## config.mk

```make
export PLATFORM = sky130hd
export DESIGN_NAME = id_ex_stage_reg_flat
export DESIGN_NICKNAME = d
export VERILOG_FILES = /design/src/rtl/id_ex_stage_reg_if.sv /design/src/rtl/id_ex_stage_reg.sv /design/src/flat_wrapper.sv
export SDC_FILE = /design/constraint.sdc
export NUM_CORES = 1
export LEC_CHECK = 0
export BUFFER_PORTS_ARGS = -buffer_cell sky130_fd_sc_hd__buf_2
export CAP_MARGIN = 20
export CELL_PAD_IN_SITES_DETAIL_PLACEMENT = 2
export CELL_PAD_IN_SITES_GLOBAL_PLACEMENT = 2
export CORE_MARGIN = 10
export CORE_UTILIZATION = 29
export CTS_BUF_LIST = sky130_fd_sc_hd__clkbuf_4
export DETAILED_ROUTE_END_ITERATION = 6
export PLACE_DENSITY_LB_ADDON = 0.1
export SYNTH_ARGS = -nofsm -noshare
export SYNTH_HDL_FRONTEND = slang
export SYNTH_SLANG_ARGS = --single-unit
```

## constraint.sdc

```tcl
create_clock -name clk -period 2.28 [get_ports clk]
set_clock_uncertainty 0.2 [all_clocks]
set_input_delay 0.228 -clock clk [delete_from_list [all_inputs] [get_ports clk]]
set_output_delay 0.228 -clock clk [all_outputs]
set_load 0.05 [all_outputs]
```

## src/rtl/id_ex_stage_reg_if.sv

```systemverilog
// -----------------------------------------------------------------------------
// id_ex_stage_reg_if
// Bundles the ID-side inputs, the pipeline controls and the EX-side outputs of
// the ID/EX pipeline register.
//   master : driven by the ID stage / pipeline control (drives id_*, hold,
//            flush, stall, cnt_clr; observes ex_* and bubble_cnt)
//   slave  : the id_ex_stage_reg itself (consumes id_* and controls, drives
//            ex_* and bubble_cnt)
// Parameters: DATA_W (PC / operand width), CNT_W (bubble counter width)
// -----------------------------------------------------------------------------
interface id_ex_stage_reg_if #(
  parameter int DATA_W = 32,
  parameter int CNT_W  = 16
);
  // pipeline controls
  logic              hold;
  logic              flush;
  logic              stall;
  logic              cnt_clr;

  // ID-side fields
  logic              id_valid;
  logic [3:0]        id_ex_command;
  logic              id_mem_read;
  logic              id_mem_write;
  logic              id_wb_en;
  logic              id_b;
  logic              id_s;
  logic [DATA_W-1:0] id_pc;
  logic [DATA_W-1:0] id_val_rn;
  logic [DATA_W-1:0] id_val_rm;
  logic              id_imm;
  logic [11:0]       id_shift_operand;
  logic [23:0]       id_signed_imm_24;
  logic [3:0]        id_dest;
  logic [3:0]        id_src1;
  logic [3:0]        id_src2;

  // EX-side registered copies
  logic              ex_valid;
  logic [3:0]        ex_ex_command;
  logic              ex_mem_read;
  logic              ex_mem_write;
  logic              ex_wb_en;
  logic              ex_b;
  logic              ex_s;
  logic [DATA_W-1:0] ex_pc;
  logic [DATA_W-1:0] ex_val_rn;
  logic [DATA_W-1:0] ex_val_rm;
  logic              ex_imm;
  logic [11:0]       ex_shift_operand;
  logic [23:0]       ex_signed_imm_24;
  logic [3:0]        ex_dest;
  logic [3:0]        ex_src1;
  logic [3:0]        ex_src2;

  // performance observation
  logic [CNT_W-1:0]  bubble_cnt;

  modport master (
    output hold, flush, stall, cnt_clr,
    output id_valid, id_ex_command, id_mem_read, id_mem_write, id_wb_en,
    output id_b, id_s, id_pc, id_val_rn, id_val_rm, id_imm,
    output id_shift_operand, id_signed_imm_24, id_dest, id_src1, id_src2,
    input  ex_valid, ex_ex_command, ex_mem_read, ex_mem_write, ex_wb_en,
    input  ex_b, ex_s, ex_pc, ex_val_rn, ex_val_rm, ex_imm,
    input  ex_shift_operand, ex_signed_imm_24, ex_dest, ex_src1, ex_src2,
    input  bubble_cnt
  );

  modport slave (
    input  hold, flush, stall, cnt_clr,
    input  id_valid, id_ex_command, id_mem_read, id_mem_write, id_wb_en,
    input  id_b, id_s, id_pc, id_val_rn, id_val_rm, id_imm,
    input  id_shift_operand, id_signed_imm_24, id_dest, id_src1, id_src2,
    output ex_valid, ex_ex_command, ex_mem_read, ex_mem_write, ex_wb_en,
    output ex_b, ex_s, ex_pc, ex_val_rn, ex_val_rm, ex_imm,
    output ex_shift_operand, ex_signed_imm_24, ex_dest, ex_src1, ex_src2,
    output bubble_cnt
  );
endinterface

```

## src/rtl/id_ex_stage_reg.sv

```systemverilog
// -----------------------------------------------------------------------------
// id_ex_stage_reg
// ID/EX pipeline register. Captures decoded control, operands, immediates and
// register indices from the ID stage every cycle and presents them to EX one
// cycle later. Supports hold (freeze), flush and stall (bubble insertion) and
// keeps a saturating count of inserted bubbles.
// Ports:
//   clk   : rising-edge clock
//   rst_n : asynchronous active-low reset (clears all outputs and the counter)
//   bus   : id_ex_stage_reg_if.slave - controls, id_* inputs, ex_* outputs,
//           bubble_cnt
// All outputs come straight from flops; there is no input-to-output path.
// -----------------------------------------------------------------------------
module id_ex_stage_reg #(
  parameter int DATA_W = 32,
  parameter int CNT_W  = 16
) (
  input  logic                   clk,
  input  logic                   rst_n,
  id_ex_stage_reg_if.slave       bus
);

  localparam logic [CNT_W-1:0] CNT_MAX = {CNT_W{1'b1}};
  localparam logic [CNT_W-1:0] CNT_ONE = {{(CNT_W-1){1'b0}}, 1'b1};

  // stage registers
  logic              r_valid;
  logic [3:0]        r_ex_command;
  logic              r_mem_read;
  logic              r_mem_write;
  logic              r_wb_en;
  logic              r_b;
  logic              r_s;
  logic [DATA_W-1:0] r_pc;
  logic [DATA_W-1:0] r_val_rn;
  logic [DATA_W-1:0] r_val_rm;
  logic              r_imm;
  logic [11:0]       r_shift_operand;
  logic [23:0]       r_signed_imm_24;
  logic [3:0]        r_dest;
  logic [3:0]        r_src1;
  logic [3:0]        r_src2;
  logic [CNT_W-1:0]  r_bubble_cnt;

  // next-state values
  logic              w_valid;
  logic [3:0]        w_ex_command;
  logic              w_mem_read;
  logic              w_mem_write;
  logic              w_wb_en;
  logic              w_b;
  logic              w_s;
  logic [DATA_W-1:0] w_pc;
  logic [DATA_W-1:0] w_val_rn;
  logic [DATA_W-1:0] w_val_rm;
  logic              w_imm;
  logic [11:0]       w_shift_operand;
  logic [23:0]       w_signed_imm_24;
  logic [3:0]        w_dest;
  logic [3:0]        w_src1;
  logic [3:0]        w_src2;
  logic [CNT_W-1:0]  w_bubble_cnt;

  logic              w_bubble;

  // flush and stall both inject the same bubble and are counted once together
  assign w_bubble = bus.flush | bus.stall;

  // Next payload selection: hold > bubble (flush/stall) > normal capture
  always_comb begin
    w_valid         = r_valid;
    w_ex_command    = r_ex_command;
    w_mem_read      = r_mem_read;
    w_mem_write     = r_mem_write;
    w_wb_en         = r_wb_en;
    w_b             = r_b;
    w_s             = r_s;
    w_pc            = r_pc;
    w_val_rn        = r_val_rn;
    w_val_rm        = r_val_rm;
    w_imm           = r_imm;
    w_shift_operand = r_shift_operand;
    w_signed_imm_24 = r_signed_imm_24;
    w_dest          = r_dest;
    w_src1          = r_src1;
    w_src2          = r_src2;
    if (bus.hold) begin
      // freeze: keep every register
      w_valid = r_valid;
    end else if (w_bubble) begin
      // fully zeroed bubble so forwarding compares see deterministic indices
      w_valid         = 1'b0;
      w_ex_command    = 4'b0000;
      w_mem_read      = 1'b0;
      w_mem_write     = 1'b0;
      w_wb_en         = 1'b0;
      w_b             = 1'b0;
      w_s             = 1'b0;
      w_pc            = {DATA_W{1'b0}};
      w_val_rn        = {DATA_W{1'b0}};
      w_val_rm        = {DATA_W{1'b0}};
      w_imm           = 1'b0;
      w_shift_operand = 12'h000;
      w_signed_imm_24 = 24'h000000;
      w_dest          = 4'h0;
      w_src1          = 4'h0;
      w_src2          = 4'h0;
    end else begin
      // data fields are captured regardless of id_valid
      w_pc            = bus.id_pc;
      w_val_rn        = bus.id_val_rn;
      w_val_rm        = bus.id_val_rm;
      w_imm           = bus.id_imm;
      w_shift_operand = bus.id_shift_operand;
      w_signed_imm_24 = bus.id_signed_imm_24;
      w_dest          = bus.id_dest;
      w_src1          = bus.id_src1;
      w_src2          = bus.id_src2;
      if (bus.id_valid) begin
        w_valid      = 1'b1;
        w_ex_command = bus.id_ex_command;
        w_mem_read   = bus.id_mem_read;
        w_mem_write  = bus.id_mem_write;
        w_wb_en      = bus.id_wb_en;
        w_b          = bus.id_b;
        w_s          = bus.id_s;
      end else begin
        // invalid slot: control squashed so it cannot write memory or regs
        w_valid      = 1'b0;
        w_ex_command = 4'b0000;
        w_mem_read   = 1'b0;
        w_mem_write  = 1'b0;
        w_wb_en      = 1'b0;
        w_b          = 1'b0;
        w_s          = 1'b0;
      end
    end
  end

  // Bubble counter next value: clear beats increment, saturates at all-ones
  always_comb begin
    w_bubble_cnt = r_bubble_cnt;
    if (bus.hold) begin
      w_bubble_cnt = r_bubble_cnt;
    end else if (bus.cnt_clr) begin
      w_bubble_cnt = {CNT_W{1'b0}};
    end else if (w_bubble && (r_bubble_cnt != CNT_MAX)) begin
      w_bubble_cnt = r_bubble_cnt + CNT_ONE;
    end else begin
      w_bubble_cnt = r_bubble_cnt;
    end
  end

  // Stage and counter registers with asynchronous reset
  always_ff @(posedge clk or negedge rst_n) begin
    if (!rst_n) begin
      r_valid         <= 1'b0;
      r_ex_command    <= 4'b0000;
      r_mem_read      <= 1'b0;
      r_mem_write     <= 1'b0;
      r_wb_en         <= 1'b0;
      r_b             <= 1'b0;
      r_s             <= 1'b0;
      r_pc            <= {DATA_W{1'b0}};
      r_val_rn        <= {DATA_W{1'b0}};
      r_val_rm        <= {DATA_W{1'b0}};
      r_imm           <= 1'b0;
      r_shift_operand <= 12'h000;
      r_signed_imm_24 <= 24'h000000;
      r_dest          <= 4'h0;
      r_src1          <= 4'h0;
      r_src2          <= 4'h0;
      r_bubble_cnt    <= {CNT_W{1'b0}};
    end else begin
      r_valid         <= w_valid;
      r_ex_command    <= w_ex_command;
      r_mem_read      <= w_mem_read;
      r_mem_write     <= w_mem_write;
      r_wb_en         <= w_wb_en;
      r_b             <= w_b;
      r_s             <= w_s;
      r_pc            <= w_pc;
      r_val_rn        <= w_val_rn;
      r_val_rm        <= w_val_rm;
      r_imm           <= w_imm;
      r_shift_operand <= w_shift_operand;
      r_signed_imm_24 <= w_signed_imm_24;
      r_dest          <= w_dest;
      r_src1          <= w_src1;
      r_src2          <= w_src2;
      r_bubble_cnt    <= w_bubble_cnt;
    end
  end

  assign bus.ex_valid         = r_valid;
  assign bus.ex_ex_command    = r_ex_command;
  assign bus.ex_mem_read      = r_mem_read;
  assign bus.ex_mem_write     = r_mem_write;
  assign bus.ex_wb_en         = r_wb_en;
  assign bus.ex_b             = r_b;
  assign bus.ex_s             = r_s;
  assign bus.ex_pc            = r_pc;
  assign bus.ex_val_rn        = r_val_rn;
  assign bus.ex_val_rm        = r_val_rm;
  assign bus.ex_imm           = r_imm;
  assign bus.ex_shift_operand = r_shift_operand;
  assign bus.ex_signed_imm_24 = r_signed_imm_24;
  assign bus.ex_dest          = r_dest;
  assign bus.ex_src1          = r_src1;
  assign bus.ex_src2          = r_src2;
  assign bus.bubble_cnt       = r_bubble_cnt;

endmodule

```

## src/flat_wrapper.sv

```systemverilog
// flat-port wrapper written by rule: the top's interface ports become plain ports
module id_ex_stage_reg_flat 
#(
  parameter int DATA_W = 32,
  parameter int CNT_W  = 16
)
  (clk, rst_n, bus_hold, bus_flush, bus_stall, bus_cnt_clr, bus_id_valid, bus_id_ex_command, bus_id_mem_read, bus_id_mem_write, bus_id_wb_en, bus_id_b, bus_id_s, bus_id_pc, bus_id_val_rn, bus_id_val_rm, bus_id_imm, bus_id_shift_operand, bus_id_signed_imm_24, bus_id_dest, bus_id_src1, bus_id_src2, bus_ex_valid, bus_ex_ex_command, bus_ex_mem_read, bus_ex_mem_write, bus_ex_wb_en, bus_ex_b, bus_ex_s, bus_ex_pc, bus_ex_val_rn, bus_ex_val_rm, bus_ex_imm, bus_ex_shift_operand, bus_ex_signed_imm_24, bus_ex_dest, bus_ex_src1, bus_ex_src2, bus_bubble_cnt);
  id_ex_stage_reg_if #(.DATA_W(DATA_W), .CNT_W(CNT_W)) bus_i ();
  input  logic clk;
  input  logic rst_n;
  input wire logic [$bits(bus_i.hold)-1:0] bus_hold;
  input wire logic [$bits(bus_i.flush)-1:0] bus_flush;
  input wire logic [$bits(bus_i.stall)-1:0] bus_stall;
  input wire logic [$bits(bus_i.cnt_clr)-1:0] bus_cnt_clr;
  input wire logic [$bits(bus_i.id_valid)-1:0] bus_id_valid;
  input wire logic [$bits(bus_i.id_ex_command)-1:0] bus_id_ex_command;
  input wire logic [$bits(bus_i.id_mem_read)-1:0] bus_id_mem_read;
  input wire logic [$bits(bus_i.id_mem_write)-1:0] bus_id_mem_write;
  input wire logic [$bits(bus_i.id_wb_en)-1:0] bus_id_wb_en;
  input wire logic [$bits(bus_i.id_b)-1:0] bus_id_b;
  input wire logic [$bits(bus_i.id_s)-1:0] bus_id_s;
  input wire logic [$bits(bus_i.id_pc)-1:0] bus_id_pc;
  input wire logic [$bits(bus_i.id_val_rn)-1:0] bus_id_val_rn;
  input wire logic [$bits(bus_i.id_val_rm)-1:0] bus_id_val_rm;
  input wire logic [$bits(bus_i.id_imm)-1:0] bus_id_imm;
  input wire logic [$bits(bus_i.id_shift_operand)-1:0] bus_id_shift_operand;
  input wire logic [$bits(bus_i.id_signed_imm_24)-1:0] bus_id_signed_imm_24;
  input wire logic [$bits(bus_i.id_dest)-1:0] bus_id_dest;
  input wire logic [$bits(bus_i.id_src1)-1:0] bus_id_src1;
  input wire logic [$bits(bus_i.id_src2)-1:0] bus_id_src2;
  output wire logic [$bits(bus_i.ex_valid)-1:0] bus_ex_valid;
  output wire logic [$bits(bus_i.ex_ex_command)-1:0] bus_ex_ex_command;
  output wire logic [$bits(bus_i.ex_mem_read)-1:0] bus_ex_mem_read;
  output wire logic [$bits(bus_i.ex_mem_write)-1:0] bus_ex_mem_write;
  output wire logic [$bits(bus_i.ex_wb_en)-1:0] bus_ex_wb_en;
  output wire logic [$bits(bus_i.ex_b)-1:0] bus_ex_b;
  output wire logic [$bits(bus_i.ex_s)-1:0] bus_ex_s;
  output wire logic [$bits(bus_i.ex_pc)-1:0] bus_ex_pc;
  output wire logic [$bits(bus_i.ex_val_rn)-1:0] bus_ex_val_rn;
  output wire logic [$bits(bus_i.ex_val_rm)-1:0] bus_ex_val_rm;
  output wire logic [$bits(bus_i.ex_imm)-1:0] bus_ex_imm;
  output wire logic [$bits(bus_i.ex_shift_operand)-1:0] bus_ex_shift_operand;
  output wire logic [$bits(bus_i.ex_signed_imm_24)-1:0] bus_ex_signed_imm_24;
  output wire logic [$bits(bus_i.ex_dest)-1:0] bus_ex_dest;
  output wire logic [$bits(bus_i.ex_src1)-1:0] bus_ex_src1;
  output wire logic [$bits(bus_i.ex_src2)-1:0] bus_ex_src2;
  output wire logic [$bits(bus_i.bubble_cnt)-1:0] bus_bubble_cnt;
  assign bus_i.hold = bus_hold;
  assign bus_i.flush = bus_flush;
  assign bus_i.stall = bus_stall;
  assign bus_i.cnt_clr = bus_cnt_clr;
  assign bus_i.id_valid = bus_id_valid;
  assign bus_i.id_ex_command = bus_id_ex_command;
  assign bus_i.id_mem_read = bus_id_mem_read;
  assign bus_i.id_mem_write = bus_id_mem_write;
  assign bus_i.id_wb_en = bus_id_wb_en;
  assign bus_i.id_b = bus_id_b;
  assign bus_i.id_s = bus_id_s;
  assign bus_i.id_pc = bus_id_pc;
  assign bus_i.id_val_rn = bus_id_val_rn;
  assign bus_i.id_val_rm = bus_id_val_rm;
  assign bus_i.id_imm = bus_id_imm;
  assign bus_i.id_shift_operand = bus_id_shift_operand;
  assign bus_i.id_signed_imm_24 = bus_id_signed_imm_24;
  assign bus_i.id_dest = bus_id_dest;
  assign bus_i.id_src1 = bus_id_src1;
  assign bus_i.id_src2 = bus_id_src2;
  assign bus_ex_valid = bus_i.ex_valid;
  assign bus_ex_ex_command = bus_i.ex_ex_command;
  assign bus_ex_mem_read = bus_i.ex_mem_read;
  assign bus_ex_mem_write = bus_i.ex_mem_write;
  assign bus_ex_wb_en = bus_i.ex_wb_en;
  assign bus_ex_b = bus_i.ex_b;
  assign bus_ex_s = bus_i.ex_s;
  assign bus_ex_pc = bus_i.ex_pc;
  assign bus_ex_val_rn = bus_i.ex_val_rn;
  assign bus_ex_val_rm = bus_i.ex_val_rm;
  assign bus_ex_imm = bus_i.ex_imm;
  assign bus_ex_shift_operand = bus_i.ex_shift_operand;
  assign bus_ex_signed_imm_24 = bus_i.ex_signed_imm_24;
  assign bus_ex_dest = bus_i.ex_dest;
  assign bus_ex_src1 = bus_i.ex_src1;
  assign bus_ex_src2 = bus_i.ex_src2;
  assign bus_bubble_cnt = bus_i.bubble_cnt;
  id_ex_stage_reg #(.DATA_W(DATA_W), .CNT_W(CNT_W)) u_core (.clk(clk), .rst_n(rst_n), .bus(bus_i));
endmodule
```

==> impl_metrics.tcl, run 1 <==
set metrics [dict create \
    place_area_mm2 0.008434 \
    grt_overflow_total 0 \
    dp.cells 1044 \
    areaGrowthSynthToFinish_pct 60.54 \
    drt_iter0_markers 314 \
    core-area_mm2 0.02182 \
    multiInputGateArea_mm2 0.001988 \
    slowest_delay_ns 0.44 \
    critPathLaunch "u_core.bus.bubble_cnt[0]" \
    status "completed" \
    synth-edff-count 0 \
    antenna_left 0 \
    ios 332 \
    crit_family "simple AND/OR/NAND/NOR gates" \
    grt_max_degree 112 \
    cp.required_ns 2.54 \
    dp_hpwl_mm 19.39 \
    yosys.area.top_type "dfrtp_1" \
    cp-endpoint "u_core.bus.bubble_cnt[11]" \
    cts_setup_buffers 0 \
    yosysTopAreaCellShare 0.6655 \
    routabilityCongestion 0.7968 \
    critPathSlowestCell "dfrtp_1" \
    post_route_cells_drive_above_1_share 0.4084 \
    tns_ns 0 \
    synth_async_sr_flop_share 1.000 \
    critPathArrivalTime_ns 2.35 \
    r2r_end "u_core.bus.bubble_cnt[11]" \
    slew_violations 0 \
    worstMarginPinSlew_ns 0.6060 \
    grt_pass1_wl_mm 46.25 \
    synth_warnings 0 \
    synth_fp_nets 621 \
    synth_flop_cell "dfrtp_1" \
    rr_worst_depth 5 \
    min_path_cells 3 \
    synth.cell_area_mm2 0.006430 \
    post_cts_resized 0 \
    setup_viol 0 \
    die_w_um 168.9 \
    netlist_top_cells_area "dfrtp_1 67%, a22o_1 21%, clkbuf_1 1.3%, mux2i_1 1.1%, nand2_1 0.88%" \
    irDropWorstVdd_mv 0.2733 \
    rsz0062_at_grt "no" \
    grt_antenna_before_repair 6 \
    hp-class "input port to flop" \
    layout.cells.non_filler 1242 \
    fillers 2194 \
    netlist_top_cells_count "171 x dfrtp_1, 154 x a22o_1, 23 x clkbuf_1, 15 x nand2_1" \
    fin_crit_sh 0.9194 \
    regArea_mm2 0.004279 \
    setup.worst_path.end_class "flop" \
    synth_cell_types 41 \
    hold_viol 0 \
    insertion_delay_ns 0.56 \
    p_leak_nw 5.537 \
    cts_buffers 17 \
    via_per_inst 4.945 \
    die_h_um 168.9 \
    rrSetupSlack_ns 0.18 \
    critPathMaxFanout 10 \
    fmax_mhz 477.0 \
    drt_wl_total_mm 30.37 \
    max_slew_margin 0.5951 \
    cts_sinks 171 \
    grt.total_usage 0.2065 \
    wl_per_cell_um 24.45 \
    period_needed_ns 2.096 \
    num_rows 54 \
    initial_core_util 0.2946 \
    syn_inst 459 \
    cp-start-kind "flop" \
    power.density_mw_per_mm2 644.0 \
    layout.nets 1105 \
    worst-path-buf-inv 0 \
    maxCapViolations 0 \
    num_vias 6142 \
    ys_seq_area_frac 0.6655 \
    first_global_vias 7229 \
    drc 0 \
    crit_chain "ha_1 > and4_1 > nand4_2 > a32o_1 > a31o_2" \
    cts_buffer_depth 2 \
    r2r-start "u_core.bus.bubble_cnt[0]" \
    path_clk_slew_ns 0.15 \
    clockRootBuffer "clkbuf_4" \
    crit_type "flop to flop" \
    htree_num_levels 4 \
    io_buffers 331 \
    yosysMostFrequentCell "dfrtp_1" \
    syn_avg_cell_area_um2 14.01 \
    finalInstanceArea_mm2 0.01032 \
    die_area_mm2 0.02853 \
    drtPass1Iterations 4 \
    cts_tree "done" \
    crit_cells 5 \
    synth_seq_cells 171 \
]
==> per-layer routing <==
layer,GRT usage,part of all wire,vias to the layer above
li1,-,-,2745
met1,0.2259,0.38,3120
met2,0.3603,0.51,246
met3,0.07967,0.088,31
met4,0.06510,0.020,0
met5,0,0,-
==> power by group <==
| part | internal [W] | total, W | switching (W) |
|---|---|---|---|
| sequential | 0.00319 | 0.00330 | 0.000112 |
| combinational | 0.000541 | 0.00157 | 0.00103 |
| clock | 0.000576 | 0.00177 | 0.00120 |
| total | 0.00431 | 0.00665 | 0.00234 |
==> worst min path at each step <==
stage / from / end / slack (ns)
3_3_place_gp: rst_n / u_core.bus.ex_signed_imm_24[10] / 0.03
3_5_place_dp: rst_n / u_core.bus.ex_signed_imm_24[10] / 0.04
2_1_floorplan: rst_n / u_core.bus.bubble_cnt[0] / -0.27
6_report: bus_hold / u_core.bus.ex_valid / 0.07
5_1_grt: bus_hold / u_core.bus.ex_valid / 0.07
4_1_cts: bus_flush / u_core.bus.bubble_cnt[13] / 0.04
==> layout by cell type (no fill, tap or decap), drive strengths merged, types with 6 or more instances in the layout <==
cell type / n
a22o: 154
buf: 342
clkbuf: 18
dfrtp: 171
diode: 7
dlygate4sd3: 160
inv: 11
mux2i: 7
nand2: 15
nand4: 6
nor2: 8
or2: 6
==> cell families (layout without fill, tap and decap cells) <==
logic type | after synthesis | count (layout) | synth area share
flops | 171 | 171 | 0.6655
fa+ha+maj | 1 | 1 | 0.001946
compound gates | 179 | 179 | 0.2392
other cells | 0 | 7 | 0
mux | 7 | 7 | 0.01090
buf+inv | 42 | 538 | 0.02607
simple gates | 59 | 59 | 0.05643
==> flip-flops by register name, indices dropped and copies added, names as in the netlist <==
| name | flops |
|---|---|
| u_core.bus.ex_src2 | 4 |
| u_core.bus.ex_b | 1 |
| u_core.bus.ex_mem_write | 1 |
| u_core.bus.ex_ex_command | 4 |
| u_core.bus.ex_imm | 1 |
| u_core.bus.ex_dest | 4 |
| u_core.bus.ex_val_rm | 32 |
| u_core.bus.ex_mem_read | 1 |
| u_core.bus.ex_val_rn | 32 |
| u_core.bus.bubble_cnt | 16 |
| u_core.bus.ex_src1 | 4 |
| u_core.bus.ex_pc | 32 |
| u_core.bus.ex_signed_imm_24 | 24 |
| u_core.bus.ex_wb_en | 1 |
| u_core.bus.ex_shift_operand | 12 |
| u_core.bus.ex_valid | 1 |
| u_core.bus.ex_s | 1 |
==> stage by stage <==
stage | utilization | hold slack [ns] | worst slack (ns) | total power (W)
6_report | 0.4730 | 0.07270 | 0.1837 | 0.006647
5_1_grt | 0.4729 | 0.07231 | 0.07367 | 0.006950
4_1_cts | 0.4722 | 0.03536 | 0.1824 | 0.006711
3_5_place_dp | 0.3865 | 0.04138 | 0.2316 | 0.004681
3_3_place_gp | 0.3865 | 0.03374 | 0.3113 | 0.004643
2_1_floorplan | - | -0.2676 | 0.1291 | 0.004154
==> final cells by class <==
cell class,instances,area share
Multi-Input combinational cell,246,0.1926
Clock buffer,18,0.01309
Clock inverter,13,0.01297
Tap cell,280,0.03394
Sequential cell,171,0.4145
Inverter,5,0.001818
Antenna cell,7,0.001697
Timing Repair Buffer,502,0.3293
==> worst reg2reg max path: stages, from the launching register on <==
cell and delay (ns):
dfrtp_1 0.44, ha_1 0.25, and4_1 0.26, nand4_2 0.30, a32o_1 0.34, a31o_2 0.21
==> repair_timing <==
action,in CTS,in global routing
hold endpoints to repair,336,0
hold buffers,160,0
setup endpoints to repair,0,0
Note: power is estimated with default switching activity, not from simulation.
==> inputs of run 2 (changes only) <==
ABC_AREA = 1   (was default)
CORE_UTILIZATION = 26   (was 29)
HOLD_SLACK_MARGIN = 0.03   (was default)
MAX_ROUTING_LAYER = met4   (was default)
==> run 2 against run 1 <==
Effect of this change: the run now fails in clock tree synthesis; area after synthesis grew 10%; synthesized cell count grew 83%.
==> impl_metrics.tcl, run 2 <==
set metrics [dict create \
    synth_cell_types 20 \
    error_line "[ERROR RSZ-0060] Max buffer count reached." \
    synth_fp_nets 1004 \
    io_buffers 331 \
    syn_avg_cell_area_um2 8.415 \
    ys_seq_area_frac 0.6039 \
    cts_sinks 171 \
    syn_inst 842 \
    htree_num_levels 4 \
    clockRootBuffer "clkbuf_4" \
    yosysMostFrequentCell "nand2_1" \
    num_rows 60 \
    routabilityCongestion 0.7507 \
    initial_core_util 0.2636 \
    synth_warnings 0 \
    lastStage "clock tree synthesis" \
    cts_setup_buffers 0 \
    cts_hold_buf 304 \
    status "stopped before the end" \
    ios 332 \
    post_cts_resized 0 \
    netlist_top_cells_area "dfrtp_1 60%, nand2_1 20%, nand3_1 11%, clkbuf_1 2.3%, nor2_1 1.5%" \
    netlist_top_cells_count "378 x nand2_1, 171 x dfrtp_1, 157 x nand3_1, 44 x clkbuf_1, 29 x nor2_1" \
    synth_flop_cell "dfrtp_1" \
    cts_buffer_depth 2 \
    yosys.area.top_type "dfrtp_1" \
    die_h_um 185.1 \
    cts_buffers 17 \
    dp_hpwl_mm 21.93 \
    synth_seq_cells 171 \
    yosysTopAreaCellShare 0.6039 \
    synth-edff-count 0 \
    synth.cell_area_mm2 0.007086 \
    synth_async_sr_flop_share 1.000 \
    die_w_um 185.1 \
]
-- run 2: cell families after synthesis --
| kind of cell | Yosys count | synth area share |
|---|---|---|
| XOR/XNOR | 1 | 0.001236 |
| AND/OR/NAND/NOR | 572 | 0.3352 |
| flip-flops | 171 | 0.6039 |
| adder cells (fa/ha/maj) | 1 | 0.001766 |
| buffers and inverters | 77 | 0.04185 |
| AO/OA/AOI/OAI | 20 | 0.01607 |
-- run 2: metrics by stage --
| stage | cell area, um2 | setup slack, ns | std cells | hold WS [ns] | utilization |
|---|---|---|---|---|---|
| 3_5_place_dp | 9196 | 0.3298 | 1479 | 0.006635 | 0.3422 |
| 3_3_place_gp | 9196 | 0.3992 | 1479 | 0.008623 | 0.3422 |
| 2_1_floorplan | 7086 | 0.1493 | 842 | -0.2676 | - |
==> inputs of run 3 (changes only) <==
CELL_PAD_IN_SITES_DETAIL_PLACEMENT = default   (was 2)
CELL_PAD_IN_SITES_GLOBAL_PLACEMENT = default   (was 2)
CORE_UTILIZATION = 20   (was 26)
CTS_BUF_LIST = default   (was sky130_fd_sc_hd__clkbuf_4)
HOLD_SLACK_MARGIN = default   (was 0.03)
MAX_ROUTING_LAYER = default   (was met4)
PLACE_DENSITY_LB_ADDON = 0.15   (was 0.1)
==> run 3 against run 2 <==
Effect of this change: the flow now finishes without violations; area after synthesis unchanged; synthesized cell count unchanged.
==> impl_metrics.tcl, run 3 <==
set metrics [dict create \
    p_leak_nw 6.594 \
    first_global_vias 7878 \
    die_w_um 208.2 \
    wl_met2_mm 13.98 \
    rsz0062_at_grt "no" \
    final_util 0.3351 \
    syn_inst 842 \
    ys_seq_area_frac 0.6039 \
    regArea_mm2 0.004279 \
    via_per_inst 4.091 \
    final_common_cell "nand2_1" \
    power.density_mw_per_mm2 663.6 \
    drt_iter0_markers 371 \
    cts_buffers 17 \
    core-area_mm2 0.03471 \
    yosysTopAreaCellShare 0.6039 \
    worstMarginPinSlew_ns 0.5089 \
    whs_ns 0.02353 \
    syn_avg_cell_area_um2 8.415 \
    synth_fp_nets 1004 \
    pre_cts_ws_ns 0.3708 \
    maxCapViolations 0 \
    ios 332 \
    fillers 3677 \
    cp.required_ns 2.45 \
    synth-edff-count 0 \
    io_buffers 331 \
    cts_tree "done" \
    met3_length_mm 1.951 \
    status "completed" \
    setup.worst_path.end_class "flop" \
    yosysMostFrequentCell "nand2_1" \
    insertion_delay_ns 0.44 \
    synth_seq_cells 171 \
    top_layer "met4" \
    cp-start-kind "flop" \
    htree_num_levels 4 \
    setup_viol 0 \
    multiInputGateArea_mm2 0.002517 \
    tns_ns 0 \
    grt_antenna_before_repair 0 \
    period_needed_ns 1.920 \
    finalInstanceArea_mm2 0.01163 \
    grt_pass1_wl_mm 46.17 \
    drc 0 \
    synth.cell_area_mm2 0.007086 \
    critPathMaxFanout 16 \
    slew_violations 0 \
    synth_cell_types 20 \
    die_area_mm2 0.04336 \
    layout.nets 1493 \
    hp-class "input port to flop" \
    max_slew_margin 0.6607 \
    post_route_cells_drive_above_1_share 0.2897 \
    dp_hpwl_mm 19.89 \
    synth_warnings 0 \
    m1WireLength_mm 12.34 \
    synth_async_sr_flop_share 1.000 \
    grt_overflow_total 0 \
    clockRootBuffer "clkbuf_16" \
    place_area_mm2 0.009369 \
    cts_buffer_depth 2 \
    cts_sinks 171 \
    mostFrequentLayoutCells "378 x nand2_1, 329 x buf_2, 171 x dfrtp_1" \
    n_antenna_cell 0 \
    wl_per_cell_um 16.13 \
    grt_max_degree 71 \
    crit_type "flop to flop" \
    initial_core_util 0.2041 \
    synth_flop_cell "dfrtp_1" \
    drtPass1Iterations 5 \
    drt_wl_total_mm 29.01 \
    grt.total_usage 0.1329 \
    areaGrowthSynthToFinish_pct 64.19 \
    routabilityCongestion 0.7343 \
    antenna_left 0 \
    num_rows 68 \
    num_vias 7356 \
    yosys.area.top_type "dfrtp_1" \
    setup_ws_ns 0.3599 \
    die_h_um 208.2 \
    netlist_top_cells_area "dfrtp_1 60%, nand2_1 20%, nand3_1 11%, clkbuf_1 2.3%, nor2_1 1.5%" \
    path_clk_slew_ns 0.07 \
    hold_viol 0 \
    fmax_mhz 520.8 \
    irDropWorstVdd_mv 0.4953 \
    netlist_top_cells_count "378 x nand2_1, 171 x dfrtp_1, 157 x nand3_1, 44 x clkbuf_1, 29 x nor2_1" \
    fin_crit_sh 0.8421 \
    critPathArrivalTime_ns 2.09 \
]
run 3: final cells by class:
class | count | share of cell area
clock buffer | 21 | 0.04044
inverter | 26 | 0.008604
tap | 455 | 0.04894
timing repair buffer | 521 | 0.3099
sequential | 171 | 0.3678
clock inverter | 10 | 0.007959
multi-input combinational | 594 | 0.2164
run 3: path summary, 6_finish.rpt:
path                                          start                   endpoint  slack, ns  cells after the start
max                        u_core.bus.bubble_cnt[1]  u_core.bus.bubble_cnt[10]       0.36                      9
min                                    bus_id_valid        u_core.bus.ex_valid       0.02                      4
max reg2reg                u_core.bus.bubble_cnt[1]  u_core.bus.bubble_cnt[10]       0.36                      9
min reg2reg                 u_core.bus.ex_val_rn[0]    u_core.bus.ex_val_rn[0]       0.27                      2
max in group asynchronous                     rst_n  u_core.bus.bubble_cnt[10]       1.17                      3
min in group asynchronous                     rst_n  u_core.bus.bubble_cnt[13]       0.11                      2
run 3: through the flow:
| stage | cells | total power (W) |
|---|---|---|
| finish | 1798 | 0.007720 |
| CTS | 1798 | 0.007884 |
| global route | 1798 | 0.008107 |
| floorplan | 842 | 0.004139 |
| global placement | 1597 | 0.004699 |
| detailed placement | 1597 | 0.004697 |
run 3: layer usage:
layer / global-route usage / vias to the layer above
li1: - / 3640
met1: 0.1593 / 3443
met2: 0.2156 / 239
met3: 0.04658 / 34
met4: 0.04707 / 0
met5: 0 / -
run 3: power breakdown:
group          switching, W  leakage (nW)  internal [W]  total, W
Sequential        0.0000862          2.31       0.00319   0.00327
Clock               0.00129         0.279       0.00159   0.00288
Combinational       0.00106          4.00      0.000510   0.00157
run 3: repair_timing:
item / CTS / global route
hold buffers: 170 / 0
hold endpoints to repair: 327 / 0
resized for setup: 0 / 0
buffers inserted: 0 / 0
run 3: cells by family after synthesis:
logic type	share of synthesized area
AOI/OAI and AO/OA	0.01607
DFF	0.6039
buffers and inverters	0.04185
and+or+nand+nor	0.3352
adders and majority gates	0.001766
xor gates and xnor gates	0.001236
run 3: critical path: stages (launching register included):
cell,delay [ns]
dfrtp_1,0.42
ha_1,0.23
nand2_1,0.10
nor2_2,0.16
nand2_2,0.11
o21ai_4,0.20
nand2_4,0.10
nand2_4,0.18
nand2_1,0.08
nand2_1,0.07
